### src/rtl/dm_pkg.sv
// Shared encodings for the data-memory master: access sizes and FSM states.
package dm_pkg;

   localparam logic [1:0] SZ_WORD = 2'b00;
   localparam logic [1:0] SZ_HALF = 2'b01;
   localparam logic [1:0] SZ_BYTE = 2'b10;
   localparam logic [1:0] SZ_RSVD = 2'b11;

   typedef enum logic [1:0] {
      StIdle  = 2'b00,
      StIssue = 2'b01,
      StResp  = 2'b10
   } state_e;

endpackage

### src/rtl/dm_lane_align.sv
// Byte-lane steering: store enables/replicated data and load lane extraction/extension.
module dm_lane_align
   import dm_pkg::*;
(
   input  logic [1:0]  i_size,
   input  logic [1:0]  i_addr_lo,
   input  logic        i_sext,
   input  logic [31:0] i_wdata,
   input  logic [31:0] i_rdata,
   output logic [3:0]  o_be,
   output logic [31:0] o_wdata,
   output logic [31:0] o_load
);

   logic [15:0] w_half;
   logic [7:0]  w_byte;

   always_comb begin
      w_half = i_addr_lo[1] ? i_rdata[31:16] : i_rdata[15:0];
      w_byte = i_rdata[7:0];
      case (i_addr_lo)
         2'd0:    w_byte = i_rdata[7:0];
         2'd1:    w_byte = i_rdata[15:8];
         2'd2:    w_byte = i_rdata[23:16];
         default: w_byte = i_rdata[31:24];
      endcase
   end

   always_comb begin
      o_be    = 4'b1111;
      o_wdata = i_wdata;
      o_load  = i_rdata;
      case (i_size)
         SZ_HALF: begin
            o_be    = i_addr_lo[1] ? 4'b1100 : 4'b0011;
            o_wdata = {2{i_wdata[15:0]}};
            o_load  = {{16{i_sext & w_half[15]}}, w_half};
         end
         SZ_BYTE: begin
            o_be    = 4'b0001 << i_addr_lo;
            o_wdata = {4{i_wdata[7:0]}};
            o_load  = {{24{i_sext & w_byte[7]}}, w_byte};
         end
         default: ;
      endcase
   end

endmodule

### src/rtl/dm_master.sv
// CPU-to-memory access master with ack timeout; optional misalignment trap when
// DM_MASTER_MISALIGN_TRAP_EN is defined.
module dm_master
   import dm_pkg::*;
#(
   parameter int unsigned ACK_TIMEOUT = 16
) (
   input  logic        i_clk,
   input  logic        i_rst_n,
   input  logic        i_req,
   input  logic        i_we,
   input  logic [1:0]  i_size,
   input  logic        i_sext,
   input  logic [31:0] i_addr,
   input  logic [31:0] i_wdata,
   output logic        o_busy,
   output logic        o_done,
   output logic [31:0] o_rdata,
   output logic        o_fault,
   output logic        o_m_req,
   output logic        o_m_we,
   output logic [31:0] o_m_addr,
   output logic [3:0]  o_m_be,
   output logic [31:0] o_m_wdata,
   input  logic        i_m_ack,
   input  logic [31:0] i_m_rdata
);

   state_e      r_state, w_state_nxt;
   logic        r_we, r_sext, r_fault;
   logic [1:0]  r_size;
   logic [31:0] r_addr, r_wdata, r_rdata;
   logic [7:0]  r_cnt;

   logic        w_misalign, w_legal, w_timeout, w_issue;
   logic [3:0]  w_be;
   logic [31:0] w_wdata, w_load;

`ifdef DM_MASTER_MISALIGN_TRAP_EN
   assign w_misalign = ((i_size == SZ_HALF) && i_addr[0]) ||
                       ((i_size == SZ_WORD) && (i_addr[1:0] != 2'b00));
`else
   assign w_misalign = 1'b0;
`endif

   assign w_legal   = (i_size != SZ_RSVD) && !w_misalign;
   // Last waiting cycle: counter would reach ACK_TIMEOUT on this edge.
   assign w_timeout = (r_cnt == 8'(ACK_TIMEOUT - 1));
   assign w_issue   = (r_state == StIssue);

   dm_lane_align u_lane_align (
      .i_size    (r_size),
      .i_addr_lo (r_addr[1:0]),
      .i_sext    (r_sext),
      .i_wdata   (r_wdata),
      .i_rdata   (i_m_rdata),
      .o_be      (w_be),
      .o_wdata   (w_wdata),
      .o_load    (w_load)
   );

   always_comb begin
      w_state_nxt = r_state;
      case (r_state)
         StIdle:  if (i_req) w_state_nxt = w_legal ? StIssue : StResp;
         StIssue: if (i_m_ack || w_timeout) w_state_nxt = StResp;
         StResp:  w_state_nxt = StIdle;
         default: w_state_nxt = StIdle;
      endcase
   end

   always_ff @(posedge i_clk or negedge i_rst_n) begin
      if (!i_rst_n) begin
         r_state <= StIdle;
         r_we    <= 1'b0;
         r_sext  <= 1'b0;
         r_size  <= 2'b00;
         r_addr  <= 32'd0;
         r_wdata <= 32'd0;
         r_rdata <= 32'd0;
         r_fault <= 1'b0;
         r_cnt   <= 8'd0;
      end else begin
         r_state <= w_state_nxt;
         case (r_state)
            StIdle: begin
               r_cnt <= 8'd0;
               if (i_req) begin
                  r_we    <= i_we;
                  r_sext  <= i_sext;
                  r_size  <= i_size;
                  r_addr  <= i_addr;
                  r_wdata <= i_wdata;
                  r_rdata <= 32'd0;
                  r_fault <= !w_legal;
               end
            end
            StIssue: begin
               if (i_m_ack) begin
                  r_fault <= 1'b0;
                  r_rdata <= r_we ? 32'd0 : w_load;
               end else begin
                  r_cnt <= r_cnt + 8'd1;
                  if (w_timeout) begin
                     r_fault <= 1'b1;
                     r_rdata <= 32'd0;
                  end
               end
            end
            default: ;
         endcase
      end
   end

   assign o_busy    = (r_state != StIdle);
   assign o_done    = (r_state == StResp);
   assign o_rdata   = o_done ? r_rdata : 32'd0;
   assign o_fault   = o_done & r_fault;
   assign o_m_req   = w_issue;
   assign o_m_we    = w_issue & r_we;
   assign o_m_addr  = w_issue ? {r_addr[31:2], 2'b00} : 32'd0;
   assign o_m_be    = w_issue ? w_be : 4'd0;
   assign o_m_wdata = w_issue ? w_wdata : 32'd0;

endmodule

### config.mk
export PLATFORM = sky130hd
export DESIGN_NAME = dm_master
export DESIGN_NICKNAME = d
export VERILOG_FILES = /design/src/rtl/dm_pkg.sv /design/src/rtl/dm_lane_align.sv /design/src/rtl/dm_master.sv
export SDC_FILE = /design/constraint.sdc
export NUM_CORES = 1
export LEC_CHECK = 0
export CAP_MARGIN = 30
export CORE_ASPECT_RATIO = 1.75
export CORE_MARGIN = 10
export CORE_UTILIZATION = 42
export CTS_BUF_LIST = sky130_fd_sc_hd__clkbuf_4
export DETAILED_ROUTE_END_ITERATION = 16
export GPL_TIMING_DRIVEN = 0
export PLACE_DENSITY_LB_ADDON = 0.1
export SLEW_MARGIN = 20
export SYNTH_ARGS = -nofsm -noshare
export SYNTH_HDL_FRONTEND = slang
export SYNTH_SLANG_ARGS = --single-unit
export TNS_END_PERCENT = 10
### constraint.sdc
create_clock -name i_clk -period 2 [get_ports i_clk]
set_clock_uncertainty 0.1 [all_clocks]
set_input_delay 0.4 -clock i_clk [delete_from_list [all_inputs] [get_ports i_clk]]
set_output_delay 0.4 -clock i_clk [all_outputs]
set_load 0.02 [all_outputs]
Word level (Yosys, flattened, before mapping)
Index checks and enable logic that the tools add are counted.

Output and inout port bits: 105. Word-level logic and storage cells: 62. Register bits after elaboration: 111. Bits of input ports: 104.

$add $sub $neg: 1. Reduce and logical (&&, ||, !) cells: 10. Bitwise operators: 4. Equal/unequal tests: 12. Shifts and indexed selects: 1. Multiplexer cells: 25.

Operator list (count): $mux W32 (7); $pmux W32 S2 (3); $pmux W8 S3 (1); $mux W16 (1); $pmux W8 S2 (1); $add A8 B1 Y8 const B (1); $eq A8 B4 Y1 const B (1); $mux W4 (2); $mux W8 (1); $pmux W4 S2 (1); $eq A2 B1 Y1 const B (3); $eq A2 B2 Y1 const B (3); $mux W2 (3); $ne A2 B2 Y1 const B (3); $reduce_and A2 Y1 (3); $and A1 B1 Y1 (4); $logic_not A2 Y1 (2); $pmux W2 S2 (1); $reduce_bool A2 Y1 (2); $shl A1 B2 Y4 const A (1); $mux W1 (3); $ne A3 B3 Y1 const B (1); $reduce_and A3 Y1 (1); $ne A2 B1 Y1 const B (1); 3 further kinds (3).

Depth between registers and ports, before layout
Gate-level depths: netlist of the first run.

Depth in word-level cells: 7. Depth in mapped cells: 8. Mapped depth without buffers: 6.

Hierarchy
A second synthesis of the first run with hierarchy kept.

Cells, all modules: 636. Area total of the unflattened synthesis: 6563.8 µm².

By module, submodules not included: dm_master (cells an instance 455, area each 5326.4 µm², seq. area each 2777.7 µm², times used 1); dm_lane_align (cells an instance 181, area each 1237.4 µm², seq. area each 0.0 µm², times used 1).

Least setup slack after synthesis of the first run
No wires, ideal clock.

Path type: register to output. Start: register r_size[0]. End: output port o_m_wdata[18]. Setup slack: -0.199 ns. Buffers on the path: 2. Required time: 1.500 ns. Arrival: 1.699 ns. Stages on the path, launching flop included: 7. Cells stage by stage: dfrtp_1 > inv_1 > ha_1 > clkbuf_1 > buf_1 > a22oi_1 > nor2_1.

Longest elaborated chain between the ends: 3. Elaborated cells between the ends (all ways): 4. Those cells by class: eq/ne: 2; mux: 2.

RTL lines: start: declaration (RTL line dm_master.sv:31) `logic [1:0] r_size;`; start signal: assignment (RTL line dm_master.sv:91) `r_size <= i_size;`; $eq A2 B2 Y1 or $eq A2 B1 Y1 (tied branches) (RTL line dm_lane_align.sv:33) `case (i_size)`; $pmux W32 S2 * (RTL line dm_lane_align.sv:33); $mux W32 * (RTL line dm_master.sv:123) `assign o_m_wdata = w_issue ? w_wdata : 32'd0;`; end: declaration (RTL line dm_master.sv:24) `output logic [31:0] o_m_wdata,`.

Every way passes the cells marked *; elsewhere a longest branch is shown, timed or not.

Worst setup path after layout of the first run
Start: register r_size[0]. End: output port o_m_wdata[26].

Same word-level chain as after synthesis.

==> key figures, run 1 <==
Global routing
  • Largest net degree at the start of global routing: 70
  • GRT Total Usage: 20.5%
  • Antenna violations before repair: 1
  • Vias in the first global route: 5624
  • First-pass GRT wire length: 30500 µm
  • Congestion Overflow GR: 0

Floorplanning
  • Core Area: 13400 µm²
  • Die Y: 174 µm
  • Initial Util: 42.7%
  • Die area: 18900 µm²
  • FP Rows: 56
  • Io pins: 209
  • Die W: 108 µm

Route
  • Total routed wirelength: 19900 µm
  • Routed wl met2: 10700 µm
  • Wire length on met1: 6890 µm
  • Post-route DRC violation count: 0
  • Initial DRT Pass Iterations: 5
  • Vias per cell: 5.43
  • Met3 wire len: 1720 µm
  • Per-cell routed wire length: 20.9 µm
  • Post-DRT Antenna Nets: 0
  • Total number of vias: 5162
  • Initial drt markers: 233
  • DR top layer: met4

Logic synthesis
  • Yosys warnings: 0
  • Distinct cell type count after synthesis: 43
  • Synth area leader: dfrtp_1
  • Cell Area, Synth: 5710 µm²
  • Asr flop ratio synth: 100%
  • Count leader, synth: dfrtp_1
  • Synthesized instance count: 538
  • Share of the synthesized area in the top cell type: 48.6%
  • Top_reg_cell synth: dfrtp_1
  • Post-synth EDFFs: 0
  • Synth Area per Inst: 10.6 µm²
  • Top cells by area, synth: dfrtp_1 (49%), mux2_2 (13%), and2_1 (8.2%)
  • Yosys reg bits: 111
  • Sequential-to-total area share from yosys stat: 48.6%
  • Most frequent cells after synthesis: dfrtp_1 (111), and2_1 (75), mux2_2 (64), o21ai_0 (47), nor2_1 (42)

Run status
  • Failing checks: negative setup slack
  • Run status: complete, but fails checks

STA
  • Final Hold Vio Count: 0
  • Worst-Margin Slew: 654 ps
  • Period utilization: 126%
  • Slew headroom: 56.3%
  • RSZ-0062 raised after global routing: true
  • Final Worst Setup Slack: -510 ps
  • Fin crit period: 2510 ps
  • Final setup vio count: 120
  • Max Slew Vio Count: 0
  • Max Clock Freq: 398 MHz
  • Setup TNS: -30560 ps

Worst setup path
  • CP required: 1500 ps
  • CP Data Arrival Time: 2010 ps
  • Worst path most repeated cell: buf_4
  • Cells along the critical path: buf_4 > ha_4 > buf_8 > a221o_1 > o21ai_1 > nor2_1 > buf_4
  • Slowest stage delay, CP: 420 ps
  • CP Class: flop to primary output
  • Cell family with most CP delay: buffers and inverters
  • Slowest cell on crit path: dfrtp_1
  • CP Max Fanout: 7
  • CP Capture Type: primary output
  • Worst path bufs/invs: 3
  • CP startpoint kind: flop

Clocking
  • CTS Buffer Depth: 2
  • CTS tree: yes
  • Clk root buf: clkbuf_4
  • Clk sink count: 111
  • Worst skew pair latency: 460 ps
  • H-tree depth: 3
  • Worst-path clk slew: 170 ps
  • CTS buffer count: 9

Layout
  • Nets: 879
  • Area growth from synthesis to layout: 51.8%
  • Area of the multi-input gates: 2980 µm²
  • FILL cells: 1093
  • Non-Filler Instances: 951
  • Post-layout instance area: 8670 µm²
  • Ratio of cells with drive above 1 in the final layout: 38.4%
  • Final Util: 64.8%
  • Reg area: 2780 µm²

Power
  • Pleak: 0.00382 µW
  • Comb power frac: 63.7%
  • Internal power: 7590 µW
  • Sw Ratio: 43.1%
  • VDD IR-drop max: 0.775 mV
  • Cell Pwr Density: 1540 nW/µm²
  • Reg power frac: 28.8%
  • Clock power share: 7.6%
  • Sw Pwr: 5750 µW

Place
  • HPWL Detailed: 15400 µm
  • Placer Congestion: 0.886
  • Placed inst area: 8060 µm²
  • Pre-CTS WS: -1010 ps
  • IO buf count: 206
  • # placed instances: 920

Flow run
  • Total of max-cap violations: 0

Worst hold path
  • Worst Hold Class: input port to asynchronous set/reset pin
[worst reg2reg max path: cells and delay by family (launching register included)]
kind	cells	cell delay, ps
AOI/OAI and AO/OA	2	640
buffers and inverters	2	430
DFF	1	430
and+or+nand+nor	2	690
[cells by family (layout without fill, tap and decap cells)]
logic type | after synthesis | after routing | share of synthesized area, %
and+or+nand+nor | 159 | 159 | 14.8
AOI/OAI and AO/OA | 136 | 136 | 16.6
DFF | 111 | 111 | 48.6
muxes | 77 | 77 | 14.9
buffers and inverters | 51 | 288 | 4.29
adders and majority gates | 3 | 3 | 0.657
other | 1 | 3 | 0.0656
[power groups by stage]
stage / Clock (µW) / Sequential [µW] / Combinational (µW)
after floorplan: 0 / 3590 / 4440
after global routing: 1130 / 3960 / 9090
final: 1010 / 3840 / 8490
after CTS: 1040 / 3820 / 8120
after global placement: 0 / 3770 / 6860
after detailed placement: 0 / 3820 / 6990
[registers in the layout, summed over array words and instances (netlist names)]
| name | flops |
|---|---|
| r_addr | 32 |
| r_sext | 1 |
| r_we | 1 |
| r_rdata | 32 |
| r_cnt | 8 |
| r_wdata | 32 |
| r_size | 2 |
| r_state | 2 |
| r_fault | 1 |
[metal layers]
| metal | track usage [%] | vias to the layer above |
|---|---|---|
| met3 | 7.78 | 32 |
| met1 | 20.3 | 2540 |
| met2 | 36.9 | 196 |
| met4 | 8.00 | 0 |
| li1 | - | 2394 |
| met5 | 0 | - |
[cell usage in the layout (no fill, tap or decap), types with 3 or more instances in the layout]
cell type / Yosys / routed
dfrtp_1: 111 / 110
clkdlybuf4s50_1: 0 / 102
buf_4: 4 / 77
and2_1: 75 / 66
mux2_2: 64 / 64
buf_6: 3 / 44
o21ai_0: 47 / 37
nor2_1: 42 / 31
a221o_1: 26 / 26
nand2_1: 19 / 17
a21oi_1: 19 / 15
clkbuf_4: 0 / 14
o2bb2ai_1: 13 / 13
buf_2: 13 / 12
mux2i_1: 12 / 12
clkbuf_8: 0 / 11
nor2_2: 0 / 10
a22oi_2: 0 / 10
and2_4: 0 / 9
a22oi_1: 18 / 8
o21ai_1: 0 / 7
nand3_1: 6 / 6
buf_8: 0 / 4
inv_1: 7 / 3
o21ai_2: 0 / 3
[metrics by stage]
| stage | hold slack, ps | power (µW) |
|---|---|---|
| global placement | 364 | 10600 |
| floorplan | 4.41 | 8030 |
| global route | 308 | 14200 |
| finish | 294 | 13300 |
| CTS | 296 | 13000 |
| detailed placement | 255 | 10800 |
[cell type report]
class	count	share of cell area, %
inverters	8	0.548
plain buffers	41	4.89
clock inverters	5	0.418
multi-input cells	377	34.3
repair buffers	224	24.4
clock buffers	10	0.866
diodes	1	0.0289
flip-flops and latches	111	32.0
well taps	174	2.51
[worst paths after layout]
path	startpoint	endpoint	slack [ps]	depth (start not counted)
min reg2reg	r_rdata[2]	r_rdata[2]	410	1
max	r_size[0]	o_m_wdata[26]	-510	7
max in group asynchronous	i_rst_n	r_wdata[10]	790	3
max reg2reg	r_state[1]	r_rdata[24]	-340	6
min in group i_clk	i_wdata[31]	r_wdata[31]	380	3
min	i_rst_n	r_cnt[1]	290	2
[what timing repair did]
| action | in CTS | in global routing |
|---|---|---|
| gates resized for setup | 648 | 46 |
| gates cloned | 1 | 0 |
| hold endpoints to repair | 42 | 0 |
| pin swaps | 15 | 11 |
| setup endpoints to repair | 197 | 198 |
| hold buffers | 1 | 0 |
| setup buffers | 9 | 6 |
Power figures use the tool's default switching activity.
==> run 2: changes to the inputs <==
==> constraint.sdc (replaced) <==
create_clock -name i_clk -period 2 [get_ports i_clk]
set_clock_uncertainty 0.1 [all_clocks]
set_input_delay 0.5 -clock i_clk [delete_from_list [all_inputs] [get_ports i_clk]]
set_output_delay 0.5 -clock i_clk [all_outputs]
set_load 0.02 [all_outputs]
==> run 2 against run 1 <==
Compared with the run above: the flow still finishes with violations (negative setup slack); register-to-register slack improved by 180 ps; sequential share of layout area down 0.84 points; hold slack improved by 110 ps; power grew 4.9%; non-clock buffer count increased by 2; largest cell class unchanged; die area unchanged; critical path type unchanged; flip-flop and latch count unchanged; clock power about the same; combinational power is 7.5% higher.
==> key figures, run 2 (synthesis gave the netlist of run 1 again) <==
Run status
  • Run status: complete, but fails checks
  • Failing checks: negative setup slack

Floorplanning
  • Die area: 18900 µm²
  • Core Area: 13400 µm²
  • Die Y: 174 µm
  • Initial Util: 42.7%
  • Die W: 108 µm
  • FP Rows: 56
  • Io pins: 209

Route
  • Routed wl met2: 11000 µm
  • Total number of vias: 5139
  • Post-route DRC violation count: 0
  • Per-cell routed wire length: 21.0 µm
  • DR top layer: met4
  • Post-DRT Antenna Nets: 0
  • Total routed wirelength: 20000 µm
  • Wire length on met1: 6880 µm
  • Initial drt markers: 204
  • Initial DRT Pass Iterations: 5
  • Met3 wire len: 1700 µm
  • Vias per cell: 5.39

Place
  • Placer Congestion: 0.901
  • IO buf count: 206
  • # placed instances: 920
  • Pre-CTS WS: -1030 ps
  • HPWL Detailed: 15500 µm

Power
  • Cell Pwr Density: 1570 nW/µm²
  • Pleak: 0.00388 µW
  • VDD IR-drop max: 0.778 mV

Clocking
  • Worst-path clk slew: 160 ps
  • CTS buffer count: 9
  • CTS tree: yes
  • Clk root buf: clkbuf_4
  • Clk sink count: 111
  • Worst skew pair latency: 460 ps
  • H-tree depth: 3
  • CTS Buffer Depth: 2

STA
  • Final setup vio count: 124
  • Setup TNS: -39000 ps
  • Slew headroom: 62.5%
  • Max Clock Freq: 379 MHz
  • Final Hold Vio Count: 0
  • Fin crit period: 2640 ps
  • Final Worst Setup Slack: -638 ps
  • Max Slew Vio Count: 0
  • Worst-Margin Slew: 562 ps
  • Period utilization: 132%
  • RSZ-0062 raised after global routing: true

Layout
  • FILL cells: 1056
  • Commonest non-fill, non-tap cell in the layout: dfrtp_1
  • Non-Filler Instances: 953
  • Nets: 881
  • Area growth from synthesis to layout: 55.9%
  • Final Util: 66.5%
  • Most frequent cells in the layout: dfrtp_1 (110), clkdlybuf4s50_1 (102), buf_6 (65), mux2_2 (64), buf_4 (63)
  • Largest regs: r_addr (32), r_rdata (32), r_wdata (32)
  • Ratio of cells with drive above 1 in the final layout: 41.9%

Worst setup path
  • CP Class: flop to primary output
  • CP Max Fanout: 8
  • Worst path most repeated cell: buf_6
  • CP startpoint kind: flop
  • CP Capture Type: primary output
  • Slowest cell on crit path: dfrtp_1
  • Slowest stage delay, CP: 440 ps
  • CP Data Arrival Time: 2040 ps
  • Cells along the critical path: inv_2 > ha_4 > clkbuf_16 > nor2_4 > buf_6 > a22oi_2 > nor2_2 > buf_6
  • CP required: 1400 ps

Global routing
  • Congestion Overflow GR: 0
  • First-pass GRT wire length: 30200 µm
  • Antenna violations before repair: 1
  • GRT Total Usage: 20.4%
  • Largest net degree at the start of global routing: 64
  • Vias in the first global route: 5592

Flow run
  • Total of max-cap violations: 0

Worst hold path
  • Worst Hold Class: flop to flop
## run 2: cell types whose count changed in the layout (fill, tap and decap cells not counted), sizes merged
cell,delta
clkbuf,-6
buf,+9
clkdlybuf4s15,-1
clkinvlp,+1
inv,+1
clkinv,-2
## run 2: critical path: cells and delay by family (launching register included)
family | cells | cell delay (ps)
AO/OA/AOI/OAI | 1 | 40
adder cells (fa/ha/maj) | 1 | 280
buffers and inverters | 4 | 520
flip-flops | 1 | 440
AND/OR/NAND/NOR | 2 | 310
## run 2: area by class of cell
cell class	count	area, µm²	area share (%)
Sequential cell	111	2780	31.2
Antenna cell	1	2.50	0.0281
Buffer	42	460	5.17
Inverter	8	52.6	0.590
Timing Repair Buffer	225	2240	25.2
Clock buffer	10	75.1	0.843
Tap cell	174	218	2.44
Clock inverter	5	35.0	0.393
Multi-Input combinational cell	377	3040	34.1
## run 2: final timing paths
check / depth (start not counted) / from / slack, ps / end
setup / recovery: 8 / r_size[0] / -640 / o_m_wdata[22]
hold / removal: 1 / r_rdata[2] / 400 / r_rdata[2]
setup reg to reg: 8 / r_state[0] / -160 / r_rdata[19]
hold reg to reg: 1 / r_rdata[2] / 400 / r_rdata[2]
max in group asynchronous: 3 / i_rst_n / 690 / r_wdata[11]
min in group asynchronous: 2 / i_rst_n / 420 / r_cnt[2]
## run 2: power breakdown
part	switching (µW)	internal, µW	leakage [µW]
clock	738	264	0.0000526
combinational	4560	4570	0.00244
sequential	687	3170	0.00139
## run 2: repair_timing
item                                    in CTS  in global routing
endpoints found under the hold margin       48                  0
buffers inserted                             9                  5
endpoints found under the setup margin     198                200
gates resized for setup                    674                 71
pin swaps                                   26                 11
hold buffers                                 1                  0
cloned                                       1                  2
## run 2: metrics by stage
stage,area [µm²],hold WS (ps),total power [µW]
2_1_floorplan,5790,104,8160
3_3_place_gp,8070,364,10800
3_5_place_dp,8100,367,10900
4_1_cts,8600,408,13100
5_1_grt,8900,419,14800
6_report,8900,404,14000
## run 2: routing by layer
layer,track usage (%),vias to the layer above
li1,-,2399
met1,19.7,2534
met2,37.9,183
met3,7.56,23
met4,6.88,0
met5,0,-
